### config.mk
export PLATFORM = sky130hd
export DESIGN_NAME = seq_rightshifter
export DESIGN_NICKNAME = d
export VERILOG_FILES = /design/src/rtl/seq_rightshifter_pkg.sv /design/src/rtl/seq_rightshifter_step.sv /design/src/rtl/seq_rightshifter.sv
export SDC_FILE = /design/constraint.sdc
export NUM_CORES = 1
export LEC_CHECK = 0
export BUFFER_PORTS_ARGS = -buffer_cell sky130_fd_sc_hd__buf_4
export CAP_MARGIN = 20
export CORE_MARGIN = 10
export CORE_UTILIZATION = 53
export CTS_CLUSTER_SIZE = 16
export DETAILED_ROUTE_END_ITERATION = 16
export GPL_ROUTABILITY_DRIVEN = 1
export PLACE_DENSITY_LB_ADDON = 0.25
export SLEW_MARGIN = 15
export SYNTH_ARGS = -nofsm -noshare
export SYNTH_HDL_FRONTEND = slang
export SYNTH_HIERARCHICAL = 1
export SYNTH_SLANG_ARGS = --single-unit
### constraint.sdc
create_clock -name clk_i -period 1.8 [get_ports clk_i]
set_input_delay 0.36 -clock clk_i [delete_from_list [all_inputs] [get_ports clk_i]]
set_output_delay 0.36 -clock clk_i [all_outputs]
set_load 0.005 [all_outputs]
### src/rtl/seq_rightshifter_pkg.sv
// Shared definitions for the multi-cycle right shifter.
// Holds the FSM state encoding and the default datapath widths used by the ALU.
// Optional feature macro consumed by the top: RSHIFT_NIBBLE_EN (4-bit shift steps).
package seq_rightshifter_pkg;

  // Default word width and shift-count width; DefWidth == 2**DefShw.
  localparam int unsigned DefWidth = 16;
  localparam int unsigned DefShw   = 4;

  // Number of bit positions consumed by one nibble step.
  localparam int unsigned NibbleStep = 4;

  typedef enum logic [1:0] {
    StIdle  = 2'd0,
    StShift = 2'd1
  } state_e;

endpackage

### src/rtl/seq_rightshifter_step.sv
// Combinational single-bit right-shift step.
// Ports:
//   in_i    - word to shift
//   fill_i  - bit inserted at the MSB
//   out_o   - word shifted right by one
//   shout_o - bit shifted out of the LSB
module seq_rightshifter_step #(
  parameter int unsigned WIDTH = 16
) (
  input  logic [WIDTH-1:0] in_i,
  input  logic             fill_i,
  output logic [WIDTH-1:0] out_o,
  output logic             shout_o
);

  assign out_o   = {fill_i, in_i[WIDTH-1:1]};
  assign shout_o = in_i[0];

endmodule

### src/rtl/seq_rightshifter.sv
// Multi-cycle right shifter (logical or arithmetic) with a start/busy/done handshake.
// Shifts one bit per cycle; the last bit shifted out is returned as carry.
// Optional feature: define RSHIFT_NIBBLE_EN to shift by four bits per cycle while at least
// four positions remain. Results are identical; only latency changes.
// Ports:
//   clk_i    - clock, all state updates on the rising edge
//   reset_i  - synchronous active-high reset
//   start_i  - request, sampled only while idle
//   in_i     - operand, captured on the accepted start
//   amount_i - shift count, captured on the accepted start
//   arith_i  - 1: sign fill, 0: zero fill, captured on the accepted start
//   out_o    - result, held until the next accepted start
//   carry_o  - last bit shifted out (0 for a zero shift)
//   busy_o   - high from the accept edge until done
//   done_o   - one-cycle pulse when out_o/carry_o are valid
module seq_rightshifter
  import seq_rightshifter_pkg::*;
#(
  parameter int unsigned WIDTH = DefWidth,
  parameter int unsigned SHW   = DefShw
) (
  input  logic             clk_i,
  input  logic             reset_i,
  input  logic             start_i,
  input  logic [WIDTH-1:0] in_i,
  input  logic [SHW-1:0]   amount_i,
  input  logic             arith_i,
  output logic [WIDTH-1:0] out_o,
  output logic             carry_o,
  output logic             busy_o,
  output logic             done_o
);

  state_e           state_q;
  logic [WIDTH-1:0] sh_q;
  logic [SHW-1:0]   cnt_q;
  logic             mode_q;
  logic [WIDTH-1:0] out_q;
  logic             carry_q;
  logic             busy_q;
  logic             done_q;

  logic             fill;
  logic [WIDTH-1:0] step_out;
  logic             step_shout;

  // Sign fill keeps the MSB constant across steps, so one fill bit serves all positions.
  assign fill = mode_q & sh_q[WIDTH-1];

  seq_rightshifter_step #(
    .WIDTH (WIDTH)
  ) u_step (
    .in_i    (sh_q),
    .fill_i  (fill),
    .out_o   (step_out),
    .shout_o (step_shout)
  );

`ifdef RSHIFT_NIBBLE_EN
  logic [WIDTH-1:0] nib_out;
  logic             nib_shout;

  assign nib_out   = {{NibbleStep{fill}}, sh_q[WIDTH-1:NibbleStep]};
  assign nib_shout = sh_q[NibbleStep-1];
`endif

  always_ff @(posedge clk_i) begin
    if (reset_i) begin
      state_q <= StIdle;
      sh_q    <= '0;
      cnt_q   <= '0;
      mode_q  <= 1'b0;
      out_q   <= '0;
      carry_q <= 1'b0;
      busy_q  <= 1'b0;
      done_q  <= 1'b0;
    end else begin
      done_q <= 1'b0;
      unique case (state_q)
        StIdle: begin
          if (start_i) begin
            sh_q    <= in_i;
            cnt_q   <= amount_i;
            mode_q  <= arith_i;
            carry_q <= 1'b0;
            busy_q  <= 1'b1;
            state_q <= StShift;
          end
        end
        StShift: begin
          if (cnt_q == '0) begin
            out_q   <= sh_q;
            done_q  <= 1'b1;
            busy_q  <= 1'b0;
            state_q <= StIdle;
          end else begin
`ifdef RSHIFT_NIBBLE_EN
            if (cnt_q >= SHW'(NibbleStep)) begin
              sh_q    <= nib_out;
              carry_q <= nib_shout;
              cnt_q   <= cnt_q - SHW'(NibbleStep);
            end else begin
              sh_q    <= step_out;
              carry_q <= step_shout;
              cnt_q   <= cnt_q - SHW'(1);
            end
`else
            sh_q    <= step_out;
            carry_q <= step_shout;
            cnt_q   <= cnt_q - SHW'(1);
`endif
          end
        end
        default: state_q <= StIdle;
      endcase
    end
  end

  assign out_o   = out_q;
  assign carry_o = carry_q;
  assign busy_o  = busy_q;
  assign done_o  = done_q;

endmodule
Word level (Yosys, flattened, before mapping)
Cells that the tools add are included.
{"block": "op_classes", "mux": 16, "bitwise": 2, "addsub": 1, "n_eq_ne": 4, "n_reduce_logical": 9}
{"operator": "two-way mux 16 bit", "count": 2}
{"operator": "case mux 16 bit (2 select lines)", "count": 1}
{"operator": "two-way mux 4 bit", "count": 2}
{"operator": "case mux 4 bit (2 select lines)", "count": 1}
{"operator": "!= test 2 bit, second input constant", "count": 3}
{"operator": "AND reduction 2 bit", "count": 3}
{"operator": "AND reduction 3 bit", "count": 2}
{"operator": "two-way mux 1 bit", "count": 5}
{"operator": "zero test 4 bit", "count": 1}
{"operator": "two-way mux 2 bit", "count": 2}
{"operator": "case mux 1 bit (2 select lines)", "count": 2}
{"operator": "case mux 2 bit (2 select lines)", "count": 1}
{"operator": "subtractor 4 x 1 -> 4 bit, second input constant", "count": 1}
{"operator": "equality test 2 x 1 -> 1 bit, second input constant", "count": 1}
{"operator": "zero test 2 bit", "count": 1}
{"operator": "nonzero test 2 bit", "count": 1}
{"operator": "OR reduction 2 bit", "count": 1}
{"operator": "AND 1 bit", "count": 1}
{"operator": "inverter 1 bit", "count": 1}
{"block": "word_totals", "register_bits": 42, "elab_cells": 40}

Longest topological paths before layout
Gate-level depths: netlist (run 1).
{"block": "logic_depth", "word_depth": 3, "mapped_depth": 7, "ltp_nobuf": 5}

Hierarchy
The synthesis (run 1) kept the hierarchy.
{"module": "seq_rightshifter", "cells_each": 191, "area_per_inst_um2": 1727.9, "seq_area_each_um2": 800.8, "instances": 1}
{"module": "seq_rightshifter_step", "cells_each": 17, "area_per_inst_um2": 127.6, "seq_area_each_um2": 0.0, "instances": 1}

Worst setup path after synthesis (run 1)
No wires, ideal clock.
{"block": "synth_timing", "path_type": "reg2reg", "startpoint": "register cnt_q[0]", "endpoint": "register sh_q[10]", "t_arrival_ps": 1308, "path_stages_with_launch": 8, "n_path_buf": 2, "synth_period_minus_slack_ps": 1442, "setup_slack_ps": 358, "cell_sequence": "dfxtp_1 -> inv_1 -> ha_1 -> and4bb_2 -> buf_6 -> nor2_8 -> buf_6 -> a211oi_1"}
{"block": "synth_via", "elab_chain_cells": 3}
{"item": "start, declared", "line_no": "seq_rightshifter.sv:36", "rtl": "logic [SHW-1:0] cnt_q;"}
{"item": "start signal, assigned", "line_no": "seq_rightshifter.sv:83", "rtl": "cnt_q <= amount_i;"}
{"item": "start signal, assigned", "line_no": "seq_rightshifter.sv:110", "rtl": "cnt_q <= cnt_q - SHW'(1);"}
{"item": "zero test 4 bit", "line_no": "seq_rightshifter.sv:91", "rtl": "if (cnt_q == '0) begin"}
{"item": "!= test 2 bit (no source line)"}
{"item": "AND reduction 3 bit (no source line)"}
{"item": "end signal, assigned", "line_no": "seq_rightshifter.sv:82", "rtl": "sh_q <= in_i;"}
{"item": "end signal, assigned", "line_no": "seq_rightshifter.sv:108", "rtl": "sh_q <= step_out;"}
{"item": "end, declared", "line_no": "seq_rightshifter.sv:35", "rtl": "logic [WIDTH-1:0] sh_q;"}
Every way passes these cells.
A chain may end at the register's enable or synchronous reset.

Worst setup path in the final report (run 1)
{"block": "layout_timing", "startpoint": "register busy_q (netlist: busy_o)", "endpoint": "output busy_o"}
{"item": "start, declared", "line_no": "seq_rightshifter.sv:40", "rtl": "logic busy_q;"}
{"item": "start signal, assigned", "line_no": "seq_rightshifter.sv:75", "rtl": "busy_q <= 1'b0;"}
{"item": "start signal, assigned", "line_no": "seq_rightshifter.sv:86", "rtl": "busy_q <= 1'b1;"}
{"item": "start signal, assigned", "line_no": "seq_rightshifter.sv:94", "rtl": "busy_q <= 1'b0;"}
{"item": "end, declared", "line_no": "seq_rightshifter.sv:30", "rtl": "output logic busy_o,"}
No word-level cell between the ends.

==> metrics.log, run 1 <==
[metrics] R2R Setup Slk: about 0.24 ns
[metrics] post_cts resized: 0
[metrics] Setup Viol. Count Final: 0
[metrics] Remaining Overflow, GRT: 0
[metrics] Die W: between 70 and 80 um
[metrics] worst supply voltage drop on vdd: ~0.67 mV
[metrics] leakage power: 0.848 nW
[metrics] clock latency of the later-clocked register in the worst-skew pair: roughly 0.35 ns
[metrics] final estimated routing congestion in global placement: ~0.8
[metrics] drt total wl: slightly above 4000 um
[metrics] Antenna Violating Nets Remaining: 0
[metrics] largest stage delay on the critical path: between 0.4 and 0.5 ns
[metrics] Multi-input gate area: 815 um^2
[metrics] Post-Syn Area per Cell: 8.92 um^2
[metrics] Synth area leaders: dfxtp_1, mux2i_1, a21oi_1
[metrics] Num CTS Buffers: 5
[metrics] top cell type by total area after synthesis: dfxtp_1
[metrics] Boundary Pins: 43
[metrics] Req. time, crit path: 1.44 ns
[metrics] slew of the pin with the lowest slew margin: 0.406 ns
[metrics] number of clock sinks: 40
[metrics] sequential element share of the synthesized area: 43.2%
[metrics] number of antenna violations at the first check in global routing: 0
[metrics] TNS Setup: 0 ns
[metrics] initial standard-cell utilization of the core: between 50% and 60%
[metrics] register area: around 800 um^2
[metrics] arrival time at the worst endpoint: 1.30 ns
[metrics] Gate Count Post-Synth: approximately 210
[metrics] Synth Net Count: about 230
[metrics] worst r2r src: cnt_q[0]$_SDFFE_PP0P_
[metrics] First DRT Iteration DRCs: slightly below 100
[metrics] clock slew at the register clock pins of the worst setup and hold paths: between 0.1 and 0.15 ns
[metrics] first-pass GRT wire length: around 6900 um
[metrics] cell at the root of the clock tree: clkbuf_4
[metrics] worst-path cell with the longest stage delay: dfxtp_1
[metrics] critical-path cell list: buf_4 -> buf_4
[metrics] placed wire-length estimate after detailed placement: 2860 um
[metrics] area share of the largest cell type after synthesis: 43.2%
[metrics] vias per inst: approximately 5.4
[metrics] Synth cell types: 29
[metrics] origin of the worst min-delay path: arith_i
[metrics] cell area after technology mapping: about 1900 um^2
[metrics] depth of the worst register-to-register path: 5
[metrics] number of global-route vias before repair: ~1.4k
[metrics] unrepaired setup endpoints after global routing: no
[metrics] fraction of layout instances using a drive strength above 1: 25.0%
[metrics] die boundary height: approximately 79 um
[metrics] number of buffers inserted by hold repair at cts: 0
[metrics] Hold Path Stages: 3
[metrics] PD cells: 981 nW/um^2
[metrics] commonest non-fill, non-tap cells in the layout: buf_4, dfxtp_1, nand2_1, a21oi_1
[metrics] routed wire length per instance: about 15 um
[metrics] Max Transition Viols Final: 0
[metrics] post-CTS setup buffer count: 0
[metrics] classification of the worst-slack hold path: input port to flip-flop
[metrics] max cap viols: 0
[metrics] status: complete, no violations
[metrics] hold violation count in the final report: 0
[metrics] most common cell after layout, fill and taps aside: buf_4
[metrics] number of standard cells in the final layout excluding fillers: roughly 270
[metrics] CORE AREA: between 3000 and 4000 um^2
[metrics] Fin Clk Skew: approximately 0.012 ns
[metrics] post-placement cell count: approximately 270
[metrics] all-layer global routing usage: approximately an eighth
[metrics] critical path start-end classification: flip-flop to primary output
[metrics] worst-case hold slack: 0.278 ns
[metrics] # nets final: around 250
[metrics] post-layout power: around 2.1 mW
[metrics] fraction of the core area covered by cells at the end of the flow: between 60% and 70%
[metrics] number of H-tree levels: 2
[metrics] Layout fillers: ~310
[metrics] crit path time final: 1.66 ns
[metrics] synthesis-to-finish area growth: 14.7%
[metrics] Antenna diodes: 0
[metrics] largest fanout on the critical path: 17
[metrics] vias: roughly 1.5k
[metrics] number of flip-flops and latches in the synthesized netlist: 40
[metrics] pin count of the biggest net entering global routing: 43
[metrics] detailed-route DRC error count: 0
[metrics] remaining max-slew budget at the tightest pin: roughly 73%
[metrics] CTS tree: built
[metrics] maximum frequency from static timing analysis: around 600 MHz
[metrics] Final Cycle Share: around 92%
[metrics] # rows: 21
[metrics] number of synthesis warnings: 6
[metrics] end of the worst register-to-register path: sh_q[12]$_SDFFE_PP0P_
[metrics] type of origin of the critical path: flip-flop
[metrics] Worst Hold Path EP: mode_q$_SDFFE_PP0P_
[metrics] most prevalent standard cell on the critical path: buf_4
[metrics] first-pass iteration count of the detailed router: 6
[metrics] Die Outline Area: roughly 6300 um^2
[metrics] count of port buffers added during placement: 42
[metrics] Max Buffers Root-to-Sink: 2
[metrics] Critical Path Sink Type: primary output
-- through the flow --
step	cell area [um^2]	setup slack (ns)
after floorplan	1860	0.358
after global placement	2040	0.322
after detailed placement	2040	0.261
after CTS	2130	0.134
after global routing	2130	0.0385
final	2130	0.141
-- power by group --
part | leakage [nW] | switching, mW | internal, mW
combinational | 0.471 | 0.216 | 0.201
clock | 0.0484 | 0.298 | 0.333
sequential | 0.328 | 0.0712 | 0.969
total | 0.848 | 0.585 | 1.50
-- synthesized netlist by cell type, drive strengths merged --
library cell,number
nor2,4
o2111ai,1
nand2b,2
and4bb,1
o21ai,1
nor2b,3
buf,30
nand3,1
mux2i,18
nand2,37
nand4b,1
nand3b,1
clkbuf,4
and2,1
inv,2
nor4,1
dfxtp,40
a21oi,35
a211oi,18
ha,1
o31ai,2
o32ai,1
or2,1
a311oi,1
nand4bb,1
-- state kept, by name, indices dropped and copies added, names as in the netlist --
name	count
busy_o	1
out_o	16
sh_q	16
done_o	1
mode_q	1
cnt_q	4
carry_o	1
-- layout make-up --
cell class	count	share of cell area [%]
clock buffer	6	2.41
clock inverter	2	1.82
sequential	40	37.6
tap	46	2.70
multi-input combinational	132	38.3
inverter	2	0.353
timing repair buffer	46	16.8
-- per-layer routing --
metal | global-route usage (%) | vias up | routed length [um]
met4 | 3.94 | 0 | 48
met2 | 18.5 | 40 | 1800
met5 | 0 | - | 0
met3 | 5.86 | 5 | 286
met1 | 17.9 | 696 | 1930
li1 | - | 751 | -
-- cells by family (layout without fill, tap and decap cells) --
| family | Yosys count | count (layout) | synth area share (%) |
|---|---|---|---|
| buf+inv | 36 | 56 | 12.9 |
| compound gates | 59 | 59 | 19.2 |
| fa+ha+maj | 1 | 1 | 0.674 |
| mux | 18 | 18 | 9.71 |
| flops | 40 | 40 | 43.2 |
| simple gates | 54 | 54 | 14.3 |
-- critical path: cells and delay by family, from the launching register on --
family                 cells  cell delay, ns
buffers and inverters      2            0.49
DFF                        1            0.46
-- worst max-delay path by stage --
| stage | start | endpoint | slack, ns | cells after the start |
|---|---|---|---|---|
| after floorplan | cnt_q[0]$_SDFFE_PP0P_ | sh_q[10]$_SDFFE_PP0P_ | 0.36 | 7 |
| after global placement | cnt_q[0]$_SDFFE_PP0P_ | sh_q[2]$_SDFFE_PP0P_ | 0.32 | 5 |
| after detailed placement | cnt_q[0]$_SDFFE_PP0P_ | sh_q[12]$_SDFFE_PP0P_ | 0.26 | 5 |
| after CTS | busy_o$_SDFFE_PP0P_ | busy_o | 0.13 | 2 |
| after global routing | busy_o$_SDFFE_PP0P_ | busy_o | 0.04 | 2 |
| final | busy_o$_SDFFE_PP0P_ | busy_o | 0.14 | 2 |
Power figures use the tool's default switching activity.
==> inputs of run 2 (changes only) <==
--- a/config.mk
+++ b/config.mk
@@ -8,7 +8,7 @@
 export BUFFER_PORTS_ARGS = -buffer_cell sky130_fd_sc_hd__buf_4
 export CAP_MARGIN = 20
 export CORE_MARGIN = 10
-export CORE_UTILIZATION = 53
+export CORE_UTILIZATION = 52
 export CTS_CLUSTER_SIZE = 16
 export DETAILED_ROUTE_END_ITERATION = 16
 export GPL_ROUTABILITY_DRIVEN = 1
@@ -16,5 +16,4 @@
 export SLEW_MARGIN = 15
 export SYNTH_ARGS = -nofsm -noshare
 export SYNTH_HDL_FRONTEND = slang
-export SYNTH_HIERARCHICAL = 1
 export SYNTH_SLANG_ARGS = --single-unit
==> metrics.log, run 2 <==
[metrics] PD cells: 896 nW/um^2 (-8.7%)
[metrics] largest fanout on the critical path: 14 (-3)
[metrics] placed wire-length estimate after detailed placement: 3000 um (+5.1%)
[metrics] async set or reset register ratio after synthesis: 0% (unchanged)
[metrics] Die Outline Area: 6060 um^2 (-3.2%)
[metrics] worst supply voltage drop on vdd: 0.431 mV (-35%)
[metrics] number of buffers inserted by hold repair at cts: 0 (unchanged)
[metrics] number of synthesis warnings: 0 (-6)
[metrics] count of port buffers added during placement: 42 (unchanged)
[metrics] Critical Path Sink Type: primary output
[metrics] first-pass iteration count of the detailed router: 4 (-2)
[metrics] all-layer global routing usage: 13.5% (+0.22 points)
[metrics] First DRT Iteration DRCs: 64 (-35%)
[metrics] Gate Count Post-Synth: 189 (-9.1%)
[metrics] Synth Net Count: 214 (-8.2%)
[metrics] unrepaired setup endpoints after global routing: no
[metrics] leakage power: 0.846 nW (-0.31%)
[metrics] TNS Setup: 0 ns (unchanged)
[metrics] CTS tree: built
[metrics] post-synthesis share of cell area spent on full adders, half adders and majority gates: 0.718% (+0.044 points)
[metrics] top cell type by total area after synthesis: dfxtp_1
[metrics] first-pass GRT wire length: 6860 um (-0.20%)
[metrics] Antenna Violating Nets Remaining: 0 (unchanged)
[metrics] clock latency of the later-clocked register in the worst-skew pair: 0.34 ns (about the same)
[metrics] post-CTS setup buffer count: 0 (unchanged)
[metrics] most numerous cell in the Yosys netlist: dfxtp_1
[metrics] most common cell after layout, fill and taps aside: buf_4
[metrics] type of origin of the critical path: flip-flop
[metrics] slew of the pin with the lowest slew margin: 0.470 ns (+0.0645 ns)
[metrics] area share of and/or/nand/nor cells after synthesis: 14.2% (-0.071 points)
[metrics] Post-synth top cells: dfxtp_1, nand2_1, a21oi_1, mux2i_1, a211oi_2
[metrics] area share of the largest cell type after synthesis: 46.0% (+2.8 points)
[metrics] number of global-route vias before repair: 1510 (+5.2%)
[metrics] vias per inst: 5.48 (+0.67%)
[metrics] pin count of the biggest net entering global routing: 43 (unchanged)
[metrics] initial standard-cell utilization of the core: 55.7% (+0.51 points)
[metrics] R2R Setup Slk: 0.26 ns (+0.02 ns)
[metrics] Antenna diodes: 0 (unchanged)
[metrics] fraction of layout instances using a drive strength above 1: 29.1% (+4.1 points)
[metrics] maximum frequency from static timing analysis: 606 MHz (+0.45%)
[metrics] synthesis-to-finish area growth: 22.8%
[metrics] Synth cell types: 28 (-3.4%)
[metrics] sequential element share of the synthesized area: 46.0% (+2.8 points)
[metrics] status: complete, no violations
[metrics] arrival time at the worst endpoint: 1.29 ns (about the same)
[metrics] Fin Clk Skew: 0.00589 ns (-0.00566 ns)
[metrics] Post-Synth XOR/XNOR Area: 0% (unchanged)
[metrics] Synth Area in Compound Gates: 22.6% (+3.4 points)
[metrics] remaining max-slew budget at the tightest pin: 68.6% (-4.3 points)
[metrics] Req. time, crit path: 1.44 ns (about the same)
[metrics] mux contribution to synthesized area: 10.3% (+0.63 points)
[metrics] number of flops mapped to enable cells by yosys: 0 (unchanged)
[metrics] routed wire length per instance: 15.2 um (+2.7%)
[metrics] Synth area leaders: dfxtp_1, mux2i_1, a21oi_1
[metrics] Max Buffers Root-to-Sink: 2 (unchanged)
[metrics] drt total wl: 4170 um (+2.7%)
[metrics] Final Cycle Share: 91.8% (-0.41 points)
[metrics] number of clock sinks: 40 (unchanged)
[metrics] clock slew at the register clock pins of the worst setup and hold paths: 0.11 ns (about the same)
[metrics] CORE AREA: 3130 um^2 (-7.0%)
[metrics] max cap viols: 0 (unchanged)
[metrics] commonest non-fill, non-tap cells in the layout: buf_4, dfxtp_1, nand2_1, a21oi_1, mux2i_1
[metrics] vias: 1502 (+0.67%)
[metrics] crit path time final: 1.65 ns (-0.00744 ns)
[metrics] Num CTS Buffers: 5 (unchanged)
[metrics] # rows: 20 (-4.8%)
[metrics] classification of the worst-slack hold path: input port to flip-flop
[metrics] Remaining Overflow, GRT: 0 (unchanged)
[metrics] die boundary height: 77.9 um (-1.6%)
[metrics] number of flip-flops and latches in the synthesized netlist: 40 (unchanged)
[metrics] cell area after technology mapping: 1740 um^2 (-6.1%)
[metrics] most frequently used flop master after synthesis: dfxtp_1
[metrics] Max Transition Viols Final: 0 (unchanged)
[metrics] Setup Viol. Count Final: 0 (unchanged)
[metrics] Die W: 77.9 um (-1.6%)
[metrics] # nets final: 255 (+1.2%)
[metrics] post_cts resized: 0 (unchanged)
[metrics] main combinational cell family by area after synthesis: compound AO/OA/AOI/OAI gates
[metrics] Boundary Pins: 43 (unchanged)
[metrics] post-layout power: 1.92 mW (-8.2%)
[metrics] final estimated routing congestion in global placement: 0.793 (-0.60%)
[metrics] critical path start-end classification: flip-flop to primary output
[metrics] number of H-tree levels: 2 (unchanged)
[metrics] number of antenna violations at the first check in global routing: 0 (unchanged)
[metrics] hold violation count in the final report: 0 (unchanged)
[metrics] Post-Syn Area per Cell: 9.22 um^2 (+3.3%)
[metrics] cell at the root of the clock tree: clkbuf_4
[metrics] detailed-route DRC error count: 0 (unchanged)
[run 2: cell count changes after synthesis, moves of 2 or more]
cell      before  now
buf_4         20    3
a211oi_1      18    7
a211oi_2       0    9
o31ai_1        2    0
[run 2: final cells by class]
type	count	area (um^2)
Clock buffer	6	41.3
Clock inverter	1	5.00
Fill cell	272	988
Inverter	2	7.51
Multi-Input combinational cell	130	835
Sequential cell	40	801
Tap cell	44	55.1
Timing Repair Buffer	51	395
[run 2: final timing paths]
| kind | startpoint | end | cells past startpoint |
|---|---|---|---|
| setup reg to reg | cnt_q[0]$_SDFFE_PP0P_ | cnt_q[2]$_SDFFE_PP0P_ | 6 |
| hold reg to reg | out_o[7]$_SDFFE_PP0P_ | out_o[7]$_SDFFE_PP0P_ | 2 |
| setup / recovery | busy_o$_SDFFE_PP0P_ | busy_o | 2 |
| hold / removal | arith_i | mode_q$_SDFFE_PP0P_ | 3 |
[run 2: per-stage QoR]
step	setup WS, ns	hold WS (ns)	utilization (%)	instances	cell area, um^2
after global routing	0.0676	0.284	68.4	274	2140
after detailed placement	0.259	0.447	66.9	267	2090
final	0.148	0.253	68.4	274	2140
after global placement	0.334	0.445	66.9	267	2090
after CTS	0.145	0.254	68.4	274	2140
after floorplan	0.324	0.444	-	189	1740
[run 2: cells by family after synthesis]
kind of cell / after synthesis
adders and majority gates: 1
and+or+nand+nor: 53
buffers and inverters: 19
DFF: 40
muxes: 18
AOI/OAI and AO/OA: 58
[run 2: worst max-delay path, cell delays in order (launching register included)]
cell	delay (ns)
dfxtp_1	0.49
buf_4	0.31
buf_4	0.16
[run 2: power by group]
part           switching, mW  total (mW)  internal (mW)  leakage [nW]
sequential            0.0665        1.04          0.969         0.328
combinational          0.242       0.469          0.227         0.489
clock                  0.268       0.412          0.144        0.0281
total                  0.577        1.92           1.34         0.846
[run 2: routing by layer]
layer  up-vias  part of all wire [%]  GRT usage, %
met5         -                     0             0
met4         0                  0.86          5.11
met3         6                   6.1          3.92
met2        38                    51          24.3
met1       712                    42          14.6
li1        746                     -             -
==> inputs of run 3 (changes only) <==
--- a/config.mk
+++ b/config.mk
@@ -5,12 +5,12 @@
 export SDC_FILE = /design/constraint.sdc
 export NUM_CORES = 1
 export LEC_CHECK = 0
-export BUFFER_PORTS_ARGS = -buffer_cell sky130_fd_sc_hd__buf_4
 export CAP_MARGIN = 20
 export CORE_MARGIN = 10
-export CORE_UTILIZATION = 52
+export CORE_UTILIZATION = 55
 export CTS_CLUSTER_SIZE = 16
 export DETAILED_ROUTE_END_ITERATION = 16
+export DONT_BUFFER_PORTS = 1
 export GPL_ROUTABILITY_DRIVEN = 1
 export PLACE_DENSITY_LB_ADDON = 0.25
 export SLEW_MARGIN = 15
==> constraint.sdc (replaced) <==
create_clock -name clk_i -period 1.5 [get_ports clk_i]
set_input_delay 0.3 -clock clk_i [delete_from_list [all_inputs] [get_ports clk_i]]
set_output_delay 0.3 -clock clk_i [all_outputs]
set_load 0.005 [all_outputs]
==> metrics.log, run 3 (same netlist as run 2, synthesis figures left out) <==
[metrics] Setup Viol. Count Final: 0 (unchanged)
[metrics] Antenna Violating Nets Remaining: 0 (unchanged)
[metrics] sequential fraction of design power: 54.9% (+0.9 points)
[metrics] post-layout power: 2.27 mW (+18%)
[metrics] net switching power: 0.687 mW (+19%)
[metrics] pin count of the biggest net entering global routing: 43 (unchanged)
[metrics] final instance area: 1910 um^2 (-11%)
[metrics] vias per inst: 5.60 (+2.1%)
[metrics] CORE AREA: 3050 um^2 (-2.4%)
[metrics] # nets final: 218 (-15%)
[metrics] Die Outline Area: 5820 um^2 (-4.1%)
[metrics] routed wire length per instance: 16.8 um (+10%)
[metrics] Req. time, crit path: 1.77 ns (+0.33 ns)
[metrics] post-placement cell count: 228 (-15%)
[metrics] worst supply voltage drop on vdd: 0.619 mV (+43%)
[metrics] detailed-route DRC error count: 0 (unchanged)
[metrics] Cell Int Power: 1.58 mW (+18%)
[metrics] status: complete, no violations
[metrics] sw frac: 30.3% (+0.17 points)
[metrics] count of port buffers added during placement: 0 (-100%)
[metrics] max cap viols: 0 (unchanged)
[metrics] remaining max-slew budget at the tightest pin: 78.3% (+9.7 points)
[metrics] clock network power share: 21.9% (+0.4 points)
[metrics] CTS tree: built
[metrics] number of clock sinks: 40 (unchanged)
[metrics] end of the worst register-to-register path: cnt_q[2]$_SDFFE_PP0P_
[metrics] # rows: 20 (unchanged)
[metrics] largest fanout on the critical path: 14 (unchanged)
[metrics] most common cell after layout, fill and taps aside: dfxtp_1
[metrics] type of origin of the critical path: flip-flop
[metrics] classification of the worst-slack hold path: input port to flip-flop
[metrics] first-pass GRT wire length: 6420 um (-6.3%)
[metrics] crit path time final: roughly 1.4 ns
[metrics] post-CTS setup buffer count: 0 (unchanged)
[metrics] Worst setup startpoint: cnt_q[0]$_SDFFE_PP0P_
[metrics] arrival time at the worst endpoint: 1.67 ns (+0.38 ns)
[metrics] Antenna diodes: 0 (unchanged)
[metrics] Max Buffers Root-to-Sink: 2 (unchanged)
[metrics] cell at the root of the clock tree: clkbuf_4
[metrics] Fin Clk Skew: 0.00736 ns (+0.00148 ns)
[metrics] worst setup slack after layout: 0.0928 ns (-0.0557 ns)
[metrics] R2R Setup Slk: 0.09 ns (-0.17 ns)
[metrics] synthesis-to-finish area growth: 9.70%
[metrics] worst r2r src: cnt_q[0]$_SDFFE_PP0P_
[metrics] fraction of power consumed by combinational cells: 23.2% (-1.3 points)
[metrics] PD cells: 1190 nW/um^2 (+33%)
[metrics] Die W: 76.3 um (-2.1%)
[metrics] hold violation count in the final report: 0 (unchanged)
[metrics] number of standard cells in the final layout excluding fillers: 237 (-14%)
[metrics] slew of the pin with the lowest slew margin: 0.325 ns (-0.146 ns)
[metrics] clock latency of the later-clocked register in the worst-skew pair: 0.34 ns (about the same)
[metrics] placed wire-length estimate after detailed placement: 2800 um (-6.9%)
[metrics] Boundary Pins: 43 (unchanged)
[metrics] clock slew at the register clock pins of the worst setup and hold paths: 0.11 ns (about the same)
[metrics] first-pass iteration count of the detailed router: 4 (unchanged)
[metrics] critical path start-end classification: flip-flop to flip-flop
[metrics] final estimated routing congestion in global placement: 0.864 (+9.0%)
[metrics] TNS Setup: 0 ns (unchanged)
[metrics] First DRT Iteration DRCs: 84 (+31%)
[metrics] Max Transition Viols Final: 0 (unchanged)
[metrics] Critical Path Sink Type: flip-flop
[metrics] all-layer global routing usage: 13.5% (-0.032 points)
[metrics] drt total wl: 3980 um (-4.5%)
[metrics] fraction of layout instances using a drive strength above 1: 17.1% (-12 points)
[metrics] post-placement cell area: 1800 um^2 (-14%)
[metrics] number of H-tree levels: 2 (unchanged)
[metrics] maximum frequency from static timing analysis: roughly 710 MHz
[metrics] number of global-route vias before repair: 1307 (-13%)
[metrics] vias: 1327 (-12%)
[metrics] number of antenna violations at the first check in global routing: 0 (unchanged)
[metrics] Num CTS Buffers: 5 (unchanged)
[metrics] Final Cycle Share: 93.8%
[metrics] depth of the worst register-to-register path: 6 (unchanged)
[metrics] commonest non-fill, non-tap cells in the layout: dfxtp_1, nand2_1, a21oi_1, mux2i_1, a211oi_2
[metrics] Critical path destination: cnt_q[2]$_SDFFE_PP0P_
[metrics] die boundary height: 76.3 um (-2.1%)
[metrics] leakage power: 0.665 nW (-21%)
[metrics] initial standard-cell utilization of the core: 57.0% (+1.4 points)
[metrics] worst setup slack after placement: 0.0157 ns (-0.243 ns)
[metrics] Remaining Overflow, GRT: 0 (unchanged)
==> run 3: cell count changes in the layout (fill, tap and decap cells not counted), sizes merged <==
cell,change
dlygate4sd3,+1
buf,-38
==> run 3: what timing repair did <==
action,CTS,global route
pin swaps,0,0
resized for setup,1,7
hold endpoints to repair,18,33
setup endpoints to repair,1,29
==> run 3: layout make-up <==
| class | count | area [um^2] |
|---|---|---|
| clock buffers | 6 | 41.3 |
| clock inverters | 1 | 5.00 |
| fillers | 282 | 1140 |
| inverters | 2 | 7.51 |
| multi-input cells | 130 | 861 |
| flip-flops and latches | 40 | 801 |
| well taps | 44 | 55.1 |
| repair buffers | 14 | 140 |
==> run 3: worst min-delay path by stage <==
stage | cells past startpoint | end | slack [ns] | start
global route | 1 | out_o[14]$_SDFFE_PP0P_ | 0.003 | reset_i
detailed placement | 1 | sh_q[6]$_SDFFE_PP0P_ | 0.37 | reset_i
floorplan | 2 | out_o[10]$_SDFFE_PP0P_ | 0.44 | sh_q[10]$_SDFFE_PP0P_
CTS | 1 | sh_q[9]$_SDFFE_PP0P_ | -0.008 | reset_i
finish | 1 | cnt_q[3]$_SDFFE_PP0P_ | 0.02 | reset_i
global placement | 1 | sh_q[2]$_SDFFE_PP0P_ | 0.37 | reset_i
==> run 3: through the flow <==
| step | hold slack, ns | utilization [%] |
|---|---|---|
| 4_1_cts | -0.00784 | 60.5 |
| 6_report | 0.0200 | 62.6 |
| 3_3_place_gp | 0.371 | 59.0 |
| 3_5_place_dp | 0.373 | 59.0 |
| 5_1_grt | 0.00270 | 62.6 |
| 2_1_floorplan | 0.444 | - |
==> run 3: routing by layer <==
metal	GRT usage (%)	wire length (um)
met3	6.13	287
met1	15.5	1720
met4	5.58	54
met5	0	0
met2	21.2	1920
==> run 3: critical path, cell delays in order (launching register included) <==
cell and delay (ns):
dfxtp_1 0.38, inv_1 0.10, ha_4 0.18, nand4bb_1 0.15, buf_6 0.18, nand2_1 0.09, o32ai_1 0.24
==> run 3: power by group through the flow <==
stage | clock [mW] | combinational (mW) | sequential (mW)
floorplan | 0 | 0.398 | 1.24
global placement | 0 | 0.456 | 1.27
detailed placement | 0 | 0.470 | 1.27
CTS | 0.519 | 0.473 | 1.25
global route | 0.565 | 0.584 | 1.26
finish | 0.498 | 0.526 | 1.25
